--- config.mk ---
export PLATFORM = sky130hd
export DESIGN_NAME = multicycle_ctrl_fsm
export DESIGN_NICKNAME = d
export VERILOG_FILES = /design/src/rtl/multicycle_ctrl_fsm.sv
export SDC_FILE = /design/constraint.sdc
export NUM_CORES = 1
export LEC_CHECK = 0
export ABC_CLOCK_PERIOD_IN_PS = 1500
export CORE_MARGIN = 1.5
export CORE_UTILIZATION = 25
export CTS_BUF_LIST = sky130_fd_sc_hd__clkbuf_16
export DETAILED_ROUTE_END_ITERATION = 8
export PLACE_DENSITY = 0.61
export SLEW_MARGIN = 20
export SYNTH_ARGS = -nofsm -noshare
export SYNTH_HDL_FRONTEND = slang
export SYNTH_SLANG_ARGS = --single-unit
--- constraint.sdc ---
create_clock -name clk -period 1.5 [get_ports clk]
set_input_delay 0.3 -clock clk [delete_from_list [all_inputs] [get_ports clk]]
set_output_delay 0.3 -clock clk [all_outputs]
set_load 0.05 [all_outputs]
--- src/rtl/multicycle_ctrl_fsm.sv ---
// multicycle_ctrl_fsm: registered multicycle RV32I control unit with a memory request/ready handshake
module multicycle_ctrl_fsm #(
    parameter bit EN_JALR       = 1'b1,
    parameter bit EN_UTYPE      = 1'b1,
    parameter bit MEM_HANDSHAKE = 1'b1
) (
    input  logic       clk,
    input  logic       reset,
    input  logic [6:0] op,
    input  logic       zero,
    input  logic       mem_ready,
    output logic       mem_req,
    output logic       pcwrite,
    output logic       adrsrc,
    output logic       irwrite,
    output logic       memwrite,
    output logic       regwrite,
    output logic [1:0] resultsrc,
    output logic [1:0] alusrca,
    output logic [1:0] alusrcb,
    output logic [2:0] immsrc,
    output logic [1:0] alu_op,
    output logic       illegal,
    output logic [3:0] state_dbg
);
    localparam logic [3:0] S_FETCH    = 4'd0;
    localparam logic [3:0] S_DECODE   = 4'd1;
    localparam logic [3:0] S_MEMADR   = 4'd2;
    localparam logic [3:0] S_MEMREAD  = 4'd3;
    localparam logic [3:0] S_MEMWB    = 4'd4;
    localparam logic [3:0] S_MEMWRITE = 4'd5;
    localparam logic [3:0] S_EXECR    = 4'd6;
    localparam logic [3:0] S_EXECI    = 4'd7;
    localparam logic [3:0] S_ALUWB    = 4'd8;
    localparam logic [3:0] S_BEQ      = 4'd9;
    localparam logic [3:0] S_JAL      = 4'd10;
    localparam logic [3:0] S_JALR     = 4'd11;
    localparam logic [3:0] S_EXECU    = 4'd12;

    logic [3:0] state, nxt, dispatch;
    logic       done;

    assign done = mem_ready | ~MEM_HANDSHAKE;

    // Unsupported opcodes dispatch back to FETCH; that doubles as the illegal flag
    assign dispatch = (op == 7'h03 || op == 7'h23)                   ? S_MEMADR :
                      (op == 7'h33)                                  ? S_EXECR  :
                      (op == 7'h13)                                  ? S_EXECI  :
                      (op == 7'h63)                                  ? S_BEQ    :
                      (op == 7'h6F)                                  ? S_JAL    :
                      (EN_JALR && op == 7'h67)                       ? S_JALR   :
                      (EN_UTYPE && (op == 7'h37 || op == 7'h17))     ? S_EXECU  : S_FETCH;

    always_ff @(posedge clk or posedge reset)
        if (reset) state <= S_FETCH;
        else       state <= nxt;

    always_comb begin
        nxt = S_FETCH;
        case (state)
            S_FETCH:                   nxt = done ? S_DECODE : S_FETCH;
            S_DECODE:                  nxt = dispatch;
            S_MEMADR:                  nxt = (op == 7'h03) ? S_MEMREAD : S_MEMWRITE;
            S_MEMREAD:                 nxt = done ? S_MEMWB : S_MEMREAD;
            S_MEMWRITE:                nxt = done ? S_FETCH : S_MEMWRITE;
            S_EXECR, S_EXECI, S_EXECU,
            S_JAL:                     nxt = S_ALUWB;
            S_JALR:                    nxt = S_JAL;
            default:                   nxt = S_FETCH;
        endcase
    end

    // Outputs are forced low while reset is held so no enable fires in the reset cycle
    always_comb begin
        mem_req   = 1'b0;
        pcwrite   = 1'b0;
        adrsrc    = 1'b0;
        irwrite   = 1'b0;
        memwrite  = 1'b0;
        regwrite  = 1'b0;
        resultsrc = 2'b00;
        alusrca   = 2'b00;
        alusrcb   = 2'b00;
        immsrc    = 3'b000;
        alu_op    = 2'b00;
        illegal   = 1'b0;
        state_dbg = 4'd0;
        if (!reset) begin
            state_dbg = state;
            immsrc = (op == 7'h23)                  ? 3'b001 :
                     (op == 7'h63)                  ? 3'b010 :
                     (op == 7'h6F)                  ? 3'b011 :
                     (op == 7'h37 || op == 7'h17)   ? 3'b100 : 3'b000;
            case (state)
                S_FETCH: begin
                    mem_req   = 1'b1;
                    alusrcb   = 2'b10;
                    resultsrc = 2'b10;
                    irwrite   = done;
                    pcwrite   = done;
                end
                S_DECODE: begin
                    alusrca = 2'b01;
                    alusrcb = 2'b01;
                    illegal = (dispatch == S_FETCH);
                end
                S_MEMADR: begin
                    alusrca = 2'b10;
                    alusrcb = 2'b01;
                end
                S_MEMREAD: begin
                    mem_req = 1'b1;
                    adrsrc  = 1'b1;
                end
                S_MEMWB: begin
                    resultsrc = 2'b01;
                    regwrite  = 1'b1;
                end
                S_MEMWRITE: begin
                    mem_req  = 1'b1;
                    adrsrc   = 1'b1;
                    memwrite = done;
                end
                S_EXECR: begin
                    alusrca = 2'b10;
                    alu_op  = 2'b10;
                end
                S_EXECI: begin
                    alusrca = 2'b10;
                    alusrcb = 2'b01;
                    alu_op  = 2'b10;
                end
                S_ALUWB: regwrite = 1'b1;
                S_BEQ: begin
                    alusrca = 2'b10;
                    alu_op  = 2'b01;
                    pcwrite = zero;
                end
                S_JAL: begin
                    alusrca = 2'b01;
                    alusrcb = 2'b10;
                    pcwrite = 1'b1;
                end
                S_JALR: begin
                    alusrca = 2'b10;
                    alusrcb = 2'b01;
                end
                S_EXECU: begin
                    alusrca = op[5] ? 2'b11 : 2'b01;
                    alusrcb = 2'b01;
                end
                default: illegal = 1'b1;
            endcase
        end
    end
endmodule

==> results by group <==
Timing
  • Max-slew headroom: 79.2%
  • Setup skew after layout: 0.00437 ns
  • Hold_ws: 0.435 ns
  • Max Transition Viols Final: 0
  • Worst-Margin Slew: 0.312 ns
  • Hold Violations, Final: 0
  • RSZ-0062 raised after global routing: true
  • F_max: 493 MHz
  • Final period util: 135%
  • Min cycle time layout: 2.03 ns
  • Final setup viols: 17
  • Setup TNS: -5.64 ns
  • Setup ws final: -0.526 ns

Logic synthesis
  • Mapped Nets: 121
  • Ys async rst share: 100%
  • Adder-Cell Fraction of Synth Area: 0%
  • Post-Syn Area per Cell: 7.44 um^2
  • Cell variety after synth: 47
  • YS warnings: 0
  • Seq/Total Area, Yosys: 12.2%
  • Mapped Area: 818 um^2
  • Post-synthesis cell count: 110
  • Simple-gate share of the synthesized area: 49.4%
  • Post-synth EDFFs: 0
  • Mux cell area share after synthesis: 0%
  • Ys flop type: dfrtp_1
  • Synth Area in Compound Gates: 21.9%
  • Largest family of logic cells by synthesized area: simple AND/OR/NAND/NOR gates
  • #FFs+latches synth: 4
  • XOR/XNOR Fraction of Synth Area: 4.28%

Setup path
  • CP Max Fanout: 6
  • WP data arrival: 1.73 ns
  • Worst Setup Start Kind: register
  • Slowest-stage cell, CP: dfrtp_2
  • CP peak stage delay: 0.44 ns
  • Critical Path RT: 1.20 ns
  • Worst r2r path cells: 5
  • CP endpoint kind: primary output
  • Cells along the critical path: buf_6 -> xor2_1 -> nand2_2 -> a311oi_4 -> buf_12
  • CP Class: reg -> out

GRT
  • Vias in the first global route: 1,205
  • Initial antenna violation count: 0
  • Gr usage total: 20.0%
  • Largest net degree at the start of global routing: 11
  • First-pass GRT wire length: 5.42 mm
  • Overflow after GRT: 0

Final layout
  • Post-Route Utilization: 73.0%
  • Antenna cells: 0
  • Largest register FFs: 4
  • Non-filler cells, final: 237
  • Most flop-heavy register: state
  • FF+latch area: 104 um^2
  • Layout cell share with drive strength beyond 1: 73.1%
  • Fill cells: 222
  • Largest registers: state (4)
  • Area grow syn2layout: 175%
  • Layout Cell Area excl Fill: 2250 um^2
  • Nets: 206
  • Multi-input combinational cell area: 947 um^2

Floorplan
  • Io pins: 33
  • Row cnt: 20
  • Core box area: 3080 um^2
  • Area of the die: 3630 um^2
  • Die width: 60.2 um
  • Chip Height: 60.2 um
  • Initial core utilization: 26.6%

Clock network
  • CTS tree: built
  • # hold bufs at CTS: 0
  • Clk root buf: clkbuf_16
  • TritonCTS Sinks: 4
  • H-Tree Level Count: 1
  • CTS Buf Count: 3
  • Clk_lat worst skew: 0.23 ns
  • Max clock buf depth: 2
  • Clock edge transition at the registers on the reported setup and hold paths: 0.03 ns

Pwr
  • Final total power: 1.25 mW
  • Pwr Density: 554 nW/um^2
  • VDD IR max: 0.402 mV
  • P_leak: 0.950 nW

Route
  • Drt total wl: 3.54 mm
  • DRC Markers: 0
  • Initial DRC Count: 40
  • Number of detailed-routing iterations run before antenna repair: 4
  • Routed vias/inst: 5.12
  • Antenna Nets Post-Route: 0
  • Vias: 1,214
  • Wire per inst: 14.9 um

Placement
  • DP Wirelength: 2.47 mm
  • DP Area: 1900 um^2
  • Post-Place Worst Slack: -0.572 ns
  • I/O Buffers: 32
  • Placed insts: 225
  • Placer Congestion: 0.859

Min path
  • Hold crit path type: in -> async

Run status
  • Status: finished with violations
  • Failing checks: setup timing

Run
  • Max-Cap Viols: 0
==> critical path, delay by kind of cell, from the launching register on <==
family,cells,cell delay [ns]
compound gates,1,0.36
xor+xnor,1,0.24
buf+inv,2,0.33
flops,1,0.44
simple gates,1,0.12
==> area by class of cell <==
| class | instances | area share [%] |
|---|---|---|
| Clock buffer | 3 | 3.34 |
| Tap cell | 44 | 2.45 |
| Sequential cell | 4 | 4.62 |
| Timing Repair Buffer | 94 | 46.7 |
| Multi-Input combinational cell | 88 | 42.1 |
| Inverter | 4 | 0.779 |
==> cells in the mapped netlist, drive strengths merged (2+ instances only) <==
cell | number | share of area, %
nand4 | 2 | 1.5
xnor2 | 2 | 2.1
nand3b | 3 | 2.8
o41ai | 2 | 2.1
or3b | 2 | 2.1
and3b | 2 | 2.1
clkbuf | 4 | 1.8
nor2b | 7 | 5.4
nor2 | 5 | 2.3
nand3 | 4 | 2.4
nor4 | 3 | 4.1
a211oi | 4 | 4.3
xor2 | 2 | 2.1
o21ai | 2 | 1.2
nand4b | 2 | 2.1
inv | 4 | 1.8
nor3b | 2 | 1.8
buf | 10 | 8.6
a31oi | 2 | 1.5
nor4b | 3 | 3.2
nand2 | 8 | 3.7
dfrtp | 4 | 12
a311oi | 2 | 2.1
and3 | 2 | 1.5
a21o | 2 | 1.8
and2 | 2 | 1.5
nand2b | 3 | 2.3
o2111ai | 2 | 2.1
or3 | 2 | 2.1
nor3 | 4 | 2.4
or2 | 2 | 1.5
==> cells by family (layout without fill, tap and decap cells) <==
| family | after synthesis | count (layout) |
|---|---|---|
| compound gates | 22 | 22 |
| xor+xnor | 4 | 4 |
| buf+inv | 18 | 101 |
| flops | 4 | 4 |
| simple gates | 62 | 62 |
==> path summary, 6_finish.rpt <==
check / start / end / slack, ns
setup / recovery: state[3] / alusrcb[0] / -0.53
hold / removal: reset / state[0] / 0.43
setup reg to reg: state[1] / state[2] / 0.08
hold reg to reg: state[3] / state[0] / 0.66
max in group asynchronous: reset / state[1] / 0.94
min in group clk: op[4] / state[2] / 0.56
==> metal layers <==
layer / wire length, um / GRT usage, %
met1: 1320 / 21.5
met2: 2030 / 39.0
met3: 107 / 1.95
met4: 79 / 7.62
met5: 0 / 0
==> placed cells by master, fill, tap and decap left out, types with 3 or more instances in the layout <==
cell	instances
inv_1	3
buf_6	19
nand3b_1	3
buf_12	20
nor4_4	3
nand2_1	3
nand2_2	3
nor3_4	3
dfrtp_2	3
nor2b_1	4
buf_8	4
nand3_1	3
clkbuf_16	3
clkbuf_2	3
buf_4	43
==> power by group <==
group          internal, mW  switching, mW
clock                 0.341         0.0771
sequential            0.115        0.00957
combinational         0.355          0.348
==> what timing repair did <==
| action | in CTS | in global routing |
|---|---|---|
| pin swaps | 17 | 8 |
| setup endpoints to repair | 25 | 23 |
| gates resized for setup | 67 | 24 |
| setup buffers | 6 | 4 |
| hold endpoints to repair | 0 | 0 |
Power figures use the tool's default switching activity.
